<file path="src/rtl/serial_add_ctrl_if.sv">
// Operand/result handshake bundle for serial_add_ctrl.
// The ovf signal exists only when SERIAL_ADD_OVF_EN is defined.
interface serial_add_ctrl_if #(
  parameter int unsigned WIDTH = 8
);
  logic             in_valid;
  logic             in_ready;
  logic [WIDTH-1:0] a;
  logic [WIDTH-1:0] b;
  logic             cin;
  logic             out_valid;
  logic             out_ready;
  logic [WIDTH-1:0] sum;
  logic             cout;
  logic             busy;
`ifdef SERIAL_ADD_OVF_EN
  logic             ovf;
`endif

  modport master (
    output in_valid, a, b, cin, out_ready,
`ifdef SERIAL_ADD_OVF_EN
    input  ovf,
`endif
    input  in_ready, out_valid, sum, cout, busy
  );

  modport slave (
    input  in_valid, a, b, cin, out_ready,
`ifdef SERIAL_ADD_OVF_EN
    output ovf,
`endif
    output in_ready, out_valid, sum, cout, busy
  );
endinterface

</file>
<file path="src/rtl/serial_add_ctrl.sv">
// Bit-serial adder controller: {cout,sum} = a + b + cin, one bit per cycle.
// Optional signed-overflow flag enabled by defining SERIAL_ADD_OVF_EN.
module serial_add_ctrl #(
  parameter int unsigned WIDTH = 8
) (
  input  logic             clk,
  input  logic             rst_n,
  serial_add_ctrl_if.slave bus
);
  localparam int unsigned IDX_W = $clog2(WIDTH);
  localparam logic [IDX_W-1:0] LAST_IDX = IDX_W'(WIDTH - 1);

  typedef enum logic [1:0] {IDLE, RUN, DONE} state_t;

  state_t           state_q, state_d;
  logic [WIDTH-1:0] a_q, a_d;
  logic [WIDTH-1:0] b_q, b_d;
  logic [WIDTH-1:0] sum_q, sum_d;
  logic [IDX_W-1:0] idx_q, idx_d;
  logic             carry_q, carry_d;
  logic             cout_q, cout_d;
  logic             fa_x, fa_y, fa_s, fa_c;
`ifdef SERIAL_ADD_OVF_EN
  logic             ovf_q, ovf_d;
`endif

  // Single full-adder cell shared across all bit positions.
  always_comb begin
    fa_x = a_q[idx_q];
    fa_y = b_q[idx_q];
    fa_s = fa_x ^ fa_y ^ carry_q;
    fa_c = (fa_x & fa_y) | (carry_q & (fa_x ^ fa_y));
  end

  always_comb begin
    state_d = state_q;
    a_d     = a_q;
    b_d     = b_q;
    sum_d   = sum_q;
    idx_d   = idx_q;
    carry_d = carry_q;
    cout_d  = cout_q;
`ifdef SERIAL_ADD_OVF_EN
    ovf_d   = ovf_q;
`endif
    unique case (state_q)
      IDLE: begin
        if (bus.in_valid) begin
          a_d     = bus.a;
          b_d     = bus.b;
          carry_d = bus.cin;
          idx_d   = '0;
          cout_d  = 1'b0;
`ifdef SERIAL_ADD_OVF_EN
          ovf_d   = 1'b0;
`endif
          state_d = RUN;
        end
      end
      RUN: begin
        sum_d[idx_q] = fa_s;
        carry_d      = fa_c;
        idx_d        = idx_q + IDX_W'(1);
        if (idx_q == LAST_IDX) begin
          // carry_q here is the carry into the MSB
          cout_d  = fa_c;
`ifdef SERIAL_ADD_OVF_EN
          ovf_d   = carry_q ^ fa_c;
`endif
          idx_d   = '0;
          state_d = DONE;
        end
      end
      DONE: begin
        if (bus.out_ready) state_d = IDLE;
      end
      default: state_d = IDLE;
    endcase
  end

  always_ff @(posedge clk) begin
    if (!rst_n) begin
      state_q <= IDLE;
      a_q     <= '0;
      b_q     <= '0;
      sum_q   <= '0;
      idx_q   <= '0;
      carry_q <= 1'b0;
      cout_q  <= 1'b0;
`ifdef SERIAL_ADD_OVF_EN
      ovf_q   <= 1'b0;
`endif
    end else begin
      state_q <= state_d;
      a_q     <= a_d;
      b_q     <= b_d;
      sum_q   <= sum_d;
      idx_q   <= idx_d;
      carry_q <= carry_d;
      cout_q  <= cout_d;
`ifdef SERIAL_ADD_OVF_EN
      ovf_q   <= ovf_d;
`endif
    end
  end

  assign bus.in_ready  = (state_q == IDLE);
  assign bus.out_valid = (state_q == DONE);
  assign bus.busy      = (state_q != IDLE);
  assign bus.sum       = sum_q;
  assign bus.cout      = cout_q;
`ifdef SERIAL_ADD_OVF_EN
  assign bus.ovf       = ovf_q;
`endif
endmodule

</file>
<file path="src/flat_wrapper.sv">
// flat-port wrapper written by rule: the top's interface ports become plain ports
module serial_add_ctrl_flat 
#(
  parameter int unsigned WIDTH = 8
)
  (clk, rst_n, bus_in_valid, bus_a, bus_b, bus_cin, bus_out_ready, bus_in_ready, bus_out_valid, bus_sum, bus_cout, bus_busy);
  serial_add_ctrl_if #(.WIDTH(WIDTH)) bus_i ();
  input  logic clk;
  input  logic rst_n;
  input wire logic [$bits(bus_i.in_valid)-1:0] bus_in_valid;
  input wire logic [$bits(bus_i.a)-1:0] bus_a;
  input wire logic [$bits(bus_i.b)-1:0] bus_b;
  input wire logic [$bits(bus_i.cin)-1:0] bus_cin;
  input wire logic [$bits(bus_i.out_ready)-1:0] bus_out_ready;
  output wire logic [$bits(bus_i.in_ready)-1:0] bus_in_ready;
  output wire logic [$bits(bus_i.out_valid)-1:0] bus_out_valid;
  output wire logic [$bits(bus_i.sum)-1:0] bus_sum;
  output wire logic [$bits(bus_i.cout)-1:0] bus_cout;
  output wire logic [$bits(bus_i.busy)-1:0] bus_busy;
  assign bus_i.in_valid = bus_in_valid;
  assign bus_i.a = bus_a;
  assign bus_i.b = bus_b;
  assign bus_i.cin = bus_cin;
  assign bus_i.out_ready = bus_out_ready;
  assign bus_in_ready = bus_i.in_ready;
  assign bus_out_valid = bus_i.out_valid;
  assign bus_sum = bus_i.sum;
  assign bus_cout = bus_i.cout;
  assign bus_busy = bus_i.busy;
  serial_add_ctrl #(.WIDTH(WIDTH)) u_core (.clk(clk), .rst_n(rst_n), .bus(bus_i));
endmodule
</file>
<file path="config.mk">
export PLATFORM = sky130hd
export DESIGN_NAME = serial_add_ctrl_flat
export DESIGN_NICKNAME = d
export VERILOG_FILES = /design/src/rtl/serial_add_ctrl_if.sv /design/src/rtl/serial_add_ctrl.sv /design/src/flat_wrapper.sv
export SDC_FILE = /design/constraint.sdc
export NUM_CORES = 1
export LEC_CHECK = 0
export BUFFER_PORTS_ARGS = -buffer_cell sky130_fd_sc_hd__clkbuf_2
export CORE_ASPECT_RATIO = 1.1
export CORE_MARGIN = 5
export CORE_UTILIZATION = 57
export DETAILED_ROUTE_END_ITERATION = 8
export HOLD_SLACK_MARGIN = 0.02
export PLACE_DENSITY = 0.86
export SLEW_MARGIN = 20
export SYNTH_ARGS = -nofsm -noshare
export SYNTH_HDL_FRONTEND = slang
export SYNTH_SLANG_ARGS = --single-unit
</file>
<file path="constraint.sdc">
create_clock -name clk -period 5.19 [get_ports clk]
set_input_delay 0.519 -clock clk [delete_from_list [all_inputs] [get_ports clk]]
set_output_delay 0.519 -clock clk [all_outputs]
set_load 0.02 [all_outputs]
</file>
==> impl_results.md <==
* Hold Violations, Final at 0
* Internal power at 0.327 mW
* CTS tree: built
* Wire per inst at ~13 µm
* Largest area contributor in the netlist: dfxtp_1
* Reg-to-Reg End: u_core.bus.sum[5]
* Hold path depth at 3
* Synth Warn # at 0
* Crit path launch: u_core.idx_q[0]
* Final Setup Violations at 0
* Row cnt at 19
* Hold buffers post-CTS at 0
* Max-cap violations at 0
* Critical path data arrival time at about 2900 ps
* Slowest stage cell, crit path: dfxtp_1
* Hold slack at 396 ps
* DRC viols at 0
* Dominant synthesized flop cell: dfxtp_1
* Number of routed nets with antenna violations at 0
* ANT cells at 0
* Clock slew at reported path FFs at 90 ps
* Max Fanout on Critical Path at 14
* Worst setup SP type: flop
* FF+latch count, synth at 31
* Dpl cells at between 200 and 250
* Count leader, synth: nand2_1
* Switching share of power at 0.273
* Crit path cell chain: mux4_1 > mux2_2 > fa_1 > nand2_1 > o41ai_1
* Distinct cells, synth at 41
* GRT Total Usage at 0.167
* Final std cells w/o fill at 218
* CP endpoint kind: flop
* Number of port buffers at 32
* VDD IR max at 0.207 mV
* GPL Wtd Cong at approximately 0.79
* Reg2reg path depth at 5
* Post-CTS Setup Bufs at 0
* Worst Clk Skew at around 5.5 ps
* Starting Density at 0.595
* Vias in the first global route at 1,118
* Die area at 3760 µm²
* Syn Std Cell Area at 1500 µm²
* Power share of the combinational group at 0.127
* Area growth from synthesis to layout at 10.9%
* Fin Setup TNS at 0 ps
* Root Buffer Master: clkbuf_4
* Leakage power at around 0.69 nW
* CTS max path bufs at 2
* Slew Limit Fails at 0
* Clk Latency, worst-skew pair at roughly 330 ps
* Mapped Avg Cell Area at between 9 and 10 µm²
* Unrepaired setup endpoints after global routing: no
* CP required at between 5000 and 6000 ps
* Die height at 63.8 µm
* Reg2reg start: u_core.idx_q[0]
* First-pass GRT wire length at 4.92 mm
* Tcrit/Tclk final at 0.511
* Synth cell count leaders: 40 x nand2_1, 31 x dfxtp_1, 10 x a21boi_1
* Post-DR vias/cell at 5.53
* GRT overflow at 0
* Detailed Route WL at roughly 3 mm
* Sequential area share after synthesis at 0.414
* H-tree depth at 2
* Nets at 210
* CORE AREA at 2520 µm²
* Min-delay src: bus_b[3]
* Max transition margin at 0.583
* CTS sink count at 31
* Cell Pwr Density at between 200 and 300 nW/µm²
* CTS Buf Count at 5
* Hold Path End: u_core.b_q[3]
* Worst R2R Setup Slack at approximately 2500 ps
* Crit path time final at 2650 ps
* Worst Max-Slew Pin Slew at roughly 620 ps
* Initial antenna violation count at 0
* DR pass1 iterations at 4
* Clk pwr share at 0.298
* DIE WIDTH at a little under 60 µm
* CTS resizes at 0
* Util after Layout at 0.659
* Synth Instances at approximately 160
* Largest net degree at the start of global routing at 34
* Top cells by area, synth: dfxtp_1 41%, nand2_1 10%, a21boi_1 5.0%, a21boi_0 4.5%, mux2i_1 4.0%
* Asr flop ratio synth at 0
* Seq pwr share at 0.575
* Post-synth EDFFs at 0
* Share of layout cells above drive strength 1 at 0.230
* Hpwl dp at between 2 and 2.5 mm
* Max frequency at about 380 MHz
* Max stage delay on crit path at roughly 660 ps
* Io pins at 33
* NetSw at 0.123 mW
* Setup CP Type: flop to flop
* Syn Nets at 183
* Initial DRC count at 37
* Synth top area share at 0.414
* Via count at about 1,200
* Status: finished clean
* Hold crit path type: primary input to flop
[registers in the layout, summed over array words and instances, names as in the netlist]
name             cells
u_core.state_q       2
u_core.idx_q         3
u_core.bus.cout      1
u_core.carry_q       1
u_core.a_q           8
u_core.bus.sum       8
u_core.b_q           8
[worst max-delay path: cells and delay by family (launching register included)]
| family | cells | cell delay [ps] |
|---|---|---|
| DFF | 1 | 660 |
| muxes | 2 | 910 |
| AOI/OAI and AO/OA | 1 | 330 |
| and+or+nand+nor | 1 | 170 |
| adders and majority gates | 1 | 480 |
[cell usage in the layout, fill, tap and decap left out, types with 2 or more instances in the layout]
master	count
clkbuf_1	2
nand3b_1	2
mux2i_1	6
a21boi_0	9
clkbuf_2	32
mux4_1	2
inv_1	3
o311ai_0	2
o31ai_1	2
o211ai_1	2
clkbuf_4	5
nand2_1	40
a21boi_1	10
nand2b_1	4
o311ai_1	2
dfxtp_1	31
nor2_1	2
nor2b_1	3
ha_1	2
o41ai_1	3
nand3_1	3
[kinds of logic after synthesis]
| logic type | after synthesis | synth area share |
|---|---|---|
| AO/OA/AOI/OAI | 38 | 0.196 |
| adder cells (fa/ha/maj) | 3 | 0.0300 |
| flip-flops | 31 | 0.414 |
| multiplexers | 9 | 0.0826 |
| buffers and inverters | 15 | 0.0651 |
| AND/OR/NAND/NOR | 63 | 0.212 |
[power groups by stage]
stage                     Combinational (mW)  Sequential [mW]  Clock (mW)
after floorplan                       0.0480            0.260           0
after global placement                0.0551            0.264           0
after detailed placement              0.0572            0.264           0
after CTS                             0.0575            0.258       0.137
after global routing                  0.0641            0.260       0.149
final                                 0.0571            0.259       0.134
[worst max path at each step]
stage	endpoint	cells after the start
final	u_core.bus.sum[5]	5
after global routing	u_core.bus.sum[2]	5
after CTS	u_core.bus.sum[5]	5
after detailed placement	u_core.bus.sum[5]	5
after global placement	u_core.bus.sum[5]	5
after floorplan	u_core.bus.sum[1]	5
[cell type report]
cell class	instances	area [µm²]
fill	227	858
multi-input combinational	113	781
sequential	31	621
timing repair buffer	32	160
clock buffer	7	45.0
tap	31	38.8
inverter	3	11.3
clock inverter	1	5.00
[through the flow]
| stage | setup WS [ps] | area, µm² | total power, mW |
|---|---|---|---|
| floorplan | 3070 | 1500 | 0.308 |
| global placement | 2720 | 1610 | 0.319 |
| detailed placement | 2580 | 1610 | 0.321 |
| CTS | 2550 | 1660 | 0.453 |
| global route | 2440 | 1660 | 0.473 |
| finish | 2540 | 1660 | 0.450 |
[metal layers]
layer  share of wire  GRT usage
met1            0.44      0.204
met2            0.49      0.269
met5               0          0
met3           0.055     0.0423
met4          0.0079     0.0850
No activity file was read; power rests on OpenSTA's default activity.
